**src/rtl/fifo_burst_reader_if.sv**
```systemverilog
// Handshake bundle for fifo_burst_reader: control, FIFO read port and downstream stream.
// The slave modport is the reader engine; the master modport is its environment.
interface fifo_burst_reader_if #(
  parameter int unsigned WIDTH = 16,
  parameter int unsigned LEN_W = 9
);
  logic             i_Start;
  logic [LEN_W-1:0] i_Burst_Len;
  logic             o_Busy;
  logic             o_Done;
  logic             i_Fifo_Empty;
  logic             o_Fifo_Rd_En;
  logic [WIDTH-1:0] i_Fifo_Rd_Data;
  logic             o_Tx_DV;
  logic [WIDTH-1:0] o_Tx_Data;
  logic             i_Tx_Ready;

  modport slave (
    input  i_Start, i_Burst_Len, i_Fifo_Empty, i_Fifo_Rd_Data, i_Tx_Ready,
    output o_Busy, o_Done, o_Fifo_Rd_En, o_Tx_DV, o_Tx_Data
  );

  modport master (
    output i_Start, i_Burst_Len, i_Fifo_Empty, i_Fifo_Rd_Data, i_Tx_Ready,
    input  o_Busy, o_Done, o_Fifo_Rd_En, o_Tx_DV, o_Tx_Data
  );
endinterface

```
**src/rtl/fifo_burst_reader.sv**
```systemverilog
// Burst read engine: pops a programmed number of words from a 1-cycle-latency FIFO and
// streams them downstream through a 2-entry skid buffer at up to one word per clock.
module fifo_burst_reader #(
  parameter int unsigned WIDTH = 16,
  parameter int unsigned LEN_W = 9
) (
  input  logic                i_Clk,
  input  logic                i_Rst_L,
  fifo_burst_reader_if.slave  io_Bus
);

  typedef enum logic [1:0] {StIdle, StRun, StDrain, StDone} state_e;

  state_e           r_State;
  logic [LEN_W-1:0] r_Req_Left;
  logic [LEN_W-1:0] r_Out_Left;
  logic             r_Busy;
  logic             r_Done;

  logic [WIDTH-1:0] r_Buf [2];
  logic             r_Head;
  logic [1:0]       r_Count;
  logic             r_Inflight;

  logic             w_Pop;
  logic             w_Rd_En;
  logic             w_Tail;
  logic [2:0]       w_Occ;

  assign w_Pop  = (r_Count != 2'd0) & io_Bus.i_Tx_Ready;
  // Occupancy the buffer will hold after this edge, counting the word still in flight.
  assign w_Occ  = {1'b0, r_Count} + {2'b00, r_Inflight} - {2'b00, w_Pop};
  assign w_Tail = r_Head ^ r_Count[0];

  assign w_Rd_En = (r_State == StRun) & ~io_Bus.i_Fifo_Empty &
                   (r_Req_Left != '0) & (w_Occ < 3'd2);

  assign io_Bus.o_Fifo_Rd_En = w_Rd_En;
  assign io_Bus.o_Tx_DV      = (r_Count != 2'd0);
  assign io_Bus.o_Tx_Data    = r_Buf[r_Head];
  assign io_Bus.o_Busy       = r_Busy;
  assign io_Bus.o_Done       = r_Done;

  always_ff @(posedge i_Clk or negedge i_Rst_L) begin
    if (!i_Rst_L) begin
      r_State    <= StIdle;
      r_Req_Left <= '0;
      r_Out_Left <= '0;
      r_Busy     <= 1'b0;
      r_Done     <= 1'b0;
    end else begin
      r_Done <= 1'b0;
      unique case (r_State)
        StIdle: begin
          if (io_Bus.i_Start) begin
            if (io_Bus.i_Burst_Len != '0) begin
              r_Req_Left <= io_Bus.i_Burst_Len;
              r_Out_Left <= io_Bus.i_Burst_Len;
              r_Busy     <= 1'b1;
              r_State    <= StRun;
            end else begin
              r_Done  <= 1'b1;
              r_State <= StDone;
            end
          end
        end
        StRun: begin
          if (w_Rd_En) begin
            r_Req_Left <= r_Req_Left - LEN_W'(1);
            if (r_Req_Left == LEN_W'(1)) r_State <= StDrain;
          end
          if (w_Pop) r_Out_Left <= r_Out_Left - LEN_W'(1);
        end
        StDrain: begin
          // The final pop always lands here: the last word is read at least two cycles
          // after the last request leaves RUN.
          if (w_Pop) begin
            r_Out_Left <= r_Out_Left - LEN_W'(1);
            if (r_Out_Left == LEN_W'(1)) begin
              r_Busy  <= 1'b0;
              r_Done  <= 1'b1;
              r_State <= StDone;
            end
          end
        end
        StDone: begin
          r_State <= StIdle;
        end
        default: begin
          r_State <= StIdle;
        end
      endcase
    end
  end

  always_ff @(posedge i_Clk or negedge i_Rst_L) begin
    if (!i_Rst_L) begin
      r_Inflight <= 1'b0;
      r_Head     <= 1'b0;
      r_Count    <= 2'd0;
      r_Buf[0]   <= '0;
      r_Buf[1]   <= '0;
    end else begin
      r_Inflight <= w_Rd_En;
      if (r_Inflight) r_Buf[w_Tail] <= io_Bus.i_Fifo_Rd_Data;
      if (w_Pop) r_Head <= ~r_Head;
      unique case ({r_Inflight, w_Pop})
        2'b10:   r_Count <= r_Count + 2'd1;
        2'b01:   r_Count <= r_Count - 2'd1;
        default: r_Count <= r_Count;
      endcase
    end
  end

endmodule
```
**src/flat_wrapper.sv**
```systemverilog
// flat-port wrapper written by rule: the top's interface ports become plain ports
module fifo_burst_reader_flat 
#(
  parameter int unsigned WIDTH = 16,
  parameter int unsigned LEN_W = 9
)
  (i_Clk, i_Rst_L, io_Bus_i_Start, io_Bus_i_Burst_Len, io_Bus_i_Fifo_Empty, io_Bus_i_Fifo_Rd_Data, io_Bus_i_Tx_Ready, io_Bus_o_Busy, io_Bus_o_Done, io_Bus_o_Fifo_Rd_En, io_Bus_o_Tx_DV, io_Bus_o_Tx_Data);
  fifo_burst_reader_if #(.WIDTH(WIDTH), .LEN_W(LEN_W)) io_Bus_i ();
  input  logic i_Clk;
  input  logic i_Rst_L;
  input wire logic [$bits(io_Bus_i.i_Start)-1:0] io_Bus_i_Start;
  input wire logic [$bits(io_Bus_i.i_Burst_Len)-1:0] io_Bus_i_Burst_Len;
  input wire logic [$bits(io_Bus_i.i_Fifo_Empty)-1:0] io_Bus_i_Fifo_Empty;
  input wire logic [$bits(io_Bus_i.i_Fifo_Rd_Data)-1:0] io_Bus_i_Fifo_Rd_Data;
  input wire logic [$bits(io_Bus_i.i_Tx_Ready)-1:0] io_Bus_i_Tx_Ready;
  output wire logic [$bits(io_Bus_i.o_Busy)-1:0] io_Bus_o_Busy;
  output wire logic [$bits(io_Bus_i.o_Done)-1:0] io_Bus_o_Done;
  output wire logic [$bits(io_Bus_i.o_Fifo_Rd_En)-1:0] io_Bus_o_Fifo_Rd_En;
  output wire logic [$bits(io_Bus_i.o_Tx_DV)-1:0] io_Bus_o_Tx_DV;
  output wire logic [$bits(io_Bus_i.o_Tx_Data)-1:0] io_Bus_o_Tx_Data;
  assign io_Bus_i.i_Start = io_Bus_i_Start;
  assign io_Bus_i.i_Burst_Len = io_Bus_i_Burst_Len;
  assign io_Bus_i.i_Fifo_Empty = io_Bus_i_Fifo_Empty;
  assign io_Bus_i.i_Fifo_Rd_Data = io_Bus_i_Fifo_Rd_Data;
  assign io_Bus_i.i_Tx_Ready = io_Bus_i_Tx_Ready;
  assign io_Bus_o_Busy = io_Bus_i.o_Busy;
  assign io_Bus_o_Done = io_Bus_i.o_Done;
  assign io_Bus_o_Fifo_Rd_En = io_Bus_i.o_Fifo_Rd_En;
  assign io_Bus_o_Tx_DV = io_Bus_i.o_Tx_DV;
  assign io_Bus_o_Tx_Data = io_Bus_i.o_Tx_Data;
  fifo_burst_reader #(.WIDTH(WIDTH), .LEN_W(LEN_W)) u_core (.i_Clk(i_Clk), .i_Rst_L(i_Rst_L), .io_Bus(io_Bus_i));
endmodule
```
**config.mk**
```make
export PLATFORM = sky130hd
export DESIGN_NAME = fifo_burst_reader_flat
export DESIGN_NICKNAME = d
export VERILOG_FILES = /design/src/rtl/fifo_burst_reader_if.sv /design/src/rtl/fifo_burst_reader.sv /design/src/flat_wrapper.sv
export SDC_FILE = /design/constraint.sdc
export NUM_CORES = 1
export LEC_CHECK = 0
export BUFFER_PORTS_ARGS = -buffer_cell sky130_fd_sc_hd__buf_2
export CAP_MARGIN = 20
export CORE_MARGIN = 5
export CORE_UTILIZATION = 50
export CTS_CLUSTER_SIZE = 25
export DETAILED_ROUTE_END_ITERATION = 10
export PLACE_DENSITY = 0.77
export RECOVER_POWER = 100
export REMOVE_ABC_BUFFERS = 1
export SETUP_SLACK_MARGIN = 0.15
export SYNTH_ARGS = -nofsm -noshare
export SYNTH_HDL_FRONTEND = slang
export SYNTH_SLANG_ARGS = --single-unit
```
**constraint.sdc**
```tcl
create_clock -name i_Clk -period 5.3 [get_ports i_Clk]
set_input_delay 0 -clock i_Clk [delete_from_list [all_inputs] [get_ports i_Clk]]
set_output_delay 0 -clock i_Clk [all_outputs]
set_load 0.01 [all_outputs]
```
After elaboration in Yosys (flattened, before gate mapping)
Cells that the tools add are included.
{ "word_totals": {"wordCells": 87, "input_bits": 30, "ff_bits": 58} }
{ "op_classes": {"add_sub_neg": 6, "magnitude_cmp": 4, "n_eq_ne": 14, "n_reduce_logical": 14, "bitwise": 9, "muxes": 30} }
{ "ops": {"columns": ["op", "count"], "rows": [
  ["$mux 16", 4],
  ["$mux 9", 4],
  ["$pmux 9 s2", 2],
  ["$bwmux 32", 1],
  ["$eq 9x1->1 const B", 2],
  ["$reduce_bool 9->1", 2],
  ["$sub 9x1->9 const B", 2],
  ["$demux 16 s1", 1],
  ["$mux 2", 6],
  ["$ne 2x1->1 const B", 5],
  ["$reduce_and 5->1", 2],
  ["$reduce_bool 2->1", 5],
  ["$mux 1", 8],
  ["$pmux 2 s4", 1],
  ["$reduce_and 4->1", 2],
  ["$eq 2x2->1 const B", 3],
  ["$and 1x1->1", 4],
  ["$eq 2x1->1 const B", 2],
  ["$ge 2x2->1 const B", 2],
  ["$ne 2x2->1 const B", 2],
  ["$not 1->2", 2],
  ["$pmux 1 s2", 2],
  ["$pmux 2 s2", 1],
  ["$add 2x1->3", 1],
  ["10 further kinds", 11]
]} }

Longest topological paths before layout
{ "logic_depth": {"ltp_word": 7, "mapped_depth": 11, "depth_no_buf": 10} }

Least setup slack after synthesis
Ideal clock, no wire load.
{ "synth_path": {"path_type": "register -> register", "startpoint": "register u_core.r_Count[1]", "endpoint": "register u_core.r_Req_Left[3]", "setup_slack_ns": 2.706, "arrival_ns": 2.469, "n_path_buf": 0, "stages_incl_launch_ff": 11, "path_cell_list": "dfrtp_1 nand2_1 nor2_1 a21oi_1 nand2b_1 fa_1 xor2_1 nor3b_1 and3_1 o21ai_1 a221o_1"} }
{ "synth_between": {"elab_chain_len": 7, "word_cells_on_any_way": 8} }
{ "synth_lines": {"columns": ["element", "line", "source"], "rows": [
  ["start, declared", "fifo_burst_reader.sv:22", "logic [1:0] r_Count;"],
  ["start signal, assigned", "fifo_burst_reader.sv:108", "2'b10: r_Count <= r_Count + 2'd1;"],
  ["start signal, assigned", "fifo_burst_reader.sv:109", "2'b01: r_Count <= r_Count - 2'd1;"],
  ["start signal, assigned", "fifo_burst_reader.sv:110", "default: r_Count <= r_Count;"],
  ["parallel branches: the longest is 2 deep, another holds $add 2x1->3", null, null],
  ["$sub 3x1->3 (*)", "fifo_burst_reader.sv:32", "assign w_Occ = {1'b0, r_Count} + {2'b00, r_Inflight} - {2'b00, w_Pop};"],
  ["$lt 3x2->1 (*)", "fifo_burst_reader.sv:36", "(r_Req_Left != '0) & (w_Occ < 3'd2);"],
  ["$and 1x1->1 (*)", "fifo_burst_reader.sv:36", null],
  ["via io_Bus_o_Fifo_Rd_En", "flat_wrapper.sv:18", "output wire logic [$bits(io_Bus_i.o_Fifo_Rd_En)-1:0] io_Bus_o_Fifo_Rd_En;"],
  ["$ne 2x1->1 (no line) (*)", null, null],
  ["$reduce_and 4->1 (no line) (*)", null, null],
  ["end signal, assigned", "fifo_burst_reader.sv:57", "r_Req_Left <= io_Bus.i_Burst_Len;"],
  ["end signal, assigned", "fifo_burst_reader.sv:69", "r_Req_Left <= r_Req_Left - LEN_W'(1);"],
  ["end, declared", "fifo_burst_reader.sv:15", "logic [LEN_W-1:0] r_Req_Left;"]
]} }
Mark *: on every way through the listed nets, which the timed path passes.
A chain may end at the register's enable or synchronous reset.

Worst setup path after layout
{ "layout_path": {"startpoint": "register u_core.r_State[1]", "endpoint": "register u_core.r_Out_Left[3]"} }
{ "layout_between": {"elab_chain_len": 4, "word_cells_on_any_way": 10} }
{ "layout_lines": {"columns": ["element", "line", "source"], "rows": [
  ["start, declared", "fifo_burst_reader.sv:14", "state_e r_State;"],
  ["start signal, assigned", "fifo_burst_reader.sv:46", "r_State <= StIdle;"],
  ["start signal, assigned", "fifo_burst_reader.sv:60", "r_State <= StRun;"],
  ["start signal, assigned", "fifo_burst_reader.sv:63", "r_State <= StDone;"],
  ["$eq 2x2->1 or $eq 2x1->1 (tied branches)", "fifo_burst_reader.sv:53", "unique case (r_State)"],
  ["$reduce_or 2->1 (no line)", null, null],
  ["$ne 2x1->1 (no line) or $reduce_bool 2->1 (tied branches)", null, null],
  ["$reduce_and 4->1 (no line)", null, null],
  ["end signal, assigned", "fifo_burst_reader.sv:58", "r_Out_Left <= io_Bus.i_Burst_Len;"],
  ["end signal, assigned", "fifo_burst_reader.sv:72", "if (w_Pop) r_Out_Left <= r_Out_Left - LEN_W'(1);"],
  ["end signal, assigned", "fifo_burst_reader.sv:78", "r_Out_Left <= r_Out_Left - LEN_W'(1);"],
  ["end, declared", "fifo_burst_reader.sv:16", "logic [LEN_W-1:0] r_Out_Left;"]
]} }
Parallel ways exist; a longest one is shown, timed or not.

==> results_dict.tcl <==
set metrics [dict create \
    status "complete, but fails checks" \
    violations "capacitance limit, slew limit" \
    crit_arrival_ps 4000 \
    grt_first_pass_wirelength_um 11700 \
    fmax_mhz 264 \
    nets 401 \
    fillerInstances 534 \
    io_buffers 49 \
    synth_top_area_cell "dfrtp_1" \
    via_count 2521 \
    postSynth.asyncResetShare_pct 100 \
    path_max_fanout 17 \
    coreArea_um2 6240 \
    leakage_nw 1.64 \
    ant_nets 0 \
    criticalPathCategory "register to register" \
    antenna_found_initial 0 \
    fin_setup_tns_ps 0 \
    drv_slew 77 \
    dieArea_um2 8030 \
    hold_slack_ps 29.6 \
    drc 0 \
    synth_edf_count 0 \
    cap_violations 2 \
    die_h_um 89.6 \
    ys.flop_type "dfrtp_1" \
    reg2reg_slack_ps 1510 \
    p_per_area_nw_per_um2 255 \
    drive_gt1_share_pct 25.6 \
    post-route-period-util_pct 71.4 \
    grt_pass1_vias 2478 \
    fin_area_um2 3850 \
    min_to "u_core.r_Req_Left[6]" \
    final-setup-viol-count 0 \
    required_ps 5520 \
    num_rows 29 \
    drtIter0Drc 65 \
    cts_buffer_depth 2 \
    report.final.hold_viol_count 0 \
    cp-start-kind "register" \
    clk_pin_slew_ps 70 \
    globalplace.congestion 0.775 \
    skew_ps 6.22 \
    wl_um 7400 \
    post_cts_buffers 0 \
    synth-seq-cells 58 \
    multi_input_area_um2 1570 \
    rsz0062_at_grt "no" \
    diodes 0 \
    cts-resized-gates 0 \
    holdPathStages 3 \
    root_buffer "clkbuf_8" \
    place_area_um2 3450 \
    power.total_uw 984 \
    synth_area_per_cell_um2 10.8 \
    die_w_um 89.6 \
    ios 50 \
    rr_worst_depth 7 \
    wl_per_cell_um 16.7 \
    clkLatencyLatePin_ps 330 \
    rr_endpoint "u_core.r_Out_Left[3]" \
    syn-cell-area_um2 3170 \
    dr.pass1.iters 5 \
    cts_tree "yes" \
    overflow 0 \
    clkSinkCount 58 \
    relSlewSlack_pct -106 \
    hp-start "io_Bus_i_Burst_Len[6]" \
    r2r-start "u_core.r_State[1]" \
    max_slew.worst_pin.slew_ps 3090 \
    peakVddDrop_v 0.000171 \
    critPathCaptureType "register" \
    synth_area_leaders "dfrtp_1 (46%), mux2_2 (17%), ha_1 (3.2%)" \
    period_needed_ps 3790 \
    gr-usage-all-layers_pct 19.1 \
    hold_path.class "primary input to register" \
    area_delta_synth_final_pct 21.6 \
    synth_warnings 0 \
    synth_top_area_share_pct 45.8 \
    netlist_instances 292 \
    ys_types 57 \
    hpwlAfterDp_um 4700 \
    vias_per_cell 5.68 \
    yosysSeqAreaShare_pct 45.8 \
    start_util_pct 50.8 \
    regArea_um2 1450 \
    grt_max_degree 59 \
    h-tree-depth 3 \
    numCtsBuffers 9 \
]
-- per-stage QoR --
step	setup slack [ps]	util (%)	std cells
after floorplan	2650	-	278
after global placement	2410	55.3	405
after detailed placement	2270	55.3	405
after CTS	2180	62.5	444
after global routing	1240	61.7	444
final	1510	61.7	444
-- worst max-delay path by stage --
stage	from	end	slack, ps	cells past startpoint
floorplan	u_core.r_Count[1]	u_core.r_Req_Left[4]	2650	10
global placement	u_core.r_Count[1]	u_core.r_Req_Left[4]	2410	10
detailed placement	u_core.r_Count[1]	u_core.r_Req_Left[4]	2270	10
CTS	u_core.r_Count[1]	u_core.r_Req_Left[4]	2180	10
global route	u_core.r_State[1]	u_core.r_Out_Left[3]	1240	7
finish	u_core.r_State[1]	u_core.r_Out_Left[3]	1510	7
-- critical path, stage by stage, from the launching register on --
cell and delay, ps:
dfrtp_1 390, inv_1 100, ha_1 300, nand2b_1 120, o32ai_1 1550, or2_0 760, o21ai_0 200, a211o_1 250
-- layout by cell type, fill, tap and decap left out, drive strengths merged, types with 5 or more instances in the layout --
| cell type | count |
|---|---|
| ha | 8 |
| nor2 | 8 |
| dfrtp | 58 |
| clkbuf | 31 |
| a21oi | 10 |
| dlygate4sd3 | 23 |
| o21ai | 16 |
| nand2 | 23 |
| inv | 16 |
| mux2 | 48 |
| buf | 30 |
| nor4 | 5 |
| nand2b | 6 |
| nor3 | 11 |
-- cell type report --
cell class              count  share of cell area [%]
multi-input cells         204                    40.8
clock inverters             5                    2.01
clock buffers              11                    3.67
well taps                  77                    2.50
repair buffers             73                    11.8
flip-flops and latches     58                    37.7
inverters                  16                    1.56
-- cell usage after synthesis, types with 2 or more instances --
cell,instances
dfrtp_1,58
mux2_2,48
nand2_1,23
inv_1,16
o21ai_0,15
nor3_1,11
a21oi_1,10
clkbuf_1,8
ha_1,8
nor2_1,8
nand2b_1,6
a211o_1,4
nor2b_1,4
nor4_1,4
buf_4,3
mux2i_1,3
nand3_1,3
nand3b_1,3
nand4b_1,3
o211ai_1,3
o31ai_1,3
a211oi_1,2
a2bb2oi_1,2
a31oi_1,2
and3_1,2
buf_2,2
nand4_1,2
nor3b_1,2
o22ai_1,2
o311a_1,2
o32ai_1,2
xnor2_1,2
xor2_1,2
-- per-layer routing --
metal | vias up | wire (µm) | track usage (%)
li1 | 1210 | - | -
met1 | 1244 | 3310 | 24.2
met2 | 60 | 3580 | 31.9
met3 | 7 | 433 | 4.74
met4 | 0 | 76 | 6.63
met5 | - | 0 | 0
-- sequential cells by signal (all words and copies together), names as in the netlist --
name,cells
u_core.r_Buf,32
u_core.r_Out_Left,9
u_core.r_Req_Left,9
u_core.r_Count,2
u_core.r_State,2
u_core.io_Bus.o_Busy,1
u_core.io_Bus.o_Done,1
u_core.r_Head,1
u_core.r_Inflight,1
-- power breakdown --
| part | leakage (nW) | internal, mW | total, mW | switching [mW] |
|---|---|---|---|---|
| Combinational | 0.859 | 0.0365 | 0.0682 | 0.0317 |
| Sequential | 0.674 | 0.455 | 0.461 | 0.00607 |
| Clock | 0.109 | 0.276 | 0.454 | 0.178 |
| Total | 1.64 | 0.768 | 0.984 | 0.216 |
-- cells by family after synthesis --
| logic type | count (synthesis) | synth area share (%) |
|---|---|---|
| xor gates and xnor gates | 4 | 1.11 |
| AOI/OAI and AO/OA | 60 | 13.5 |
| DFF | 58 | 45.8 |
| and+or+nand+nor | 80 | 13.8 |
| adders and majority gates | 9 | 3.79 |
| buffers and inverters | 30 | 3.99 |
| muxes | 51 | 18.0 |
-- repair_timing --
action                                  in CTS  in global routing
hold buffers                                23                  0
endpoints found under the setup margin       0                  0
hold endpoints to repair                    96                  0
Note: power is estimated with default switching activity, not from simulation.
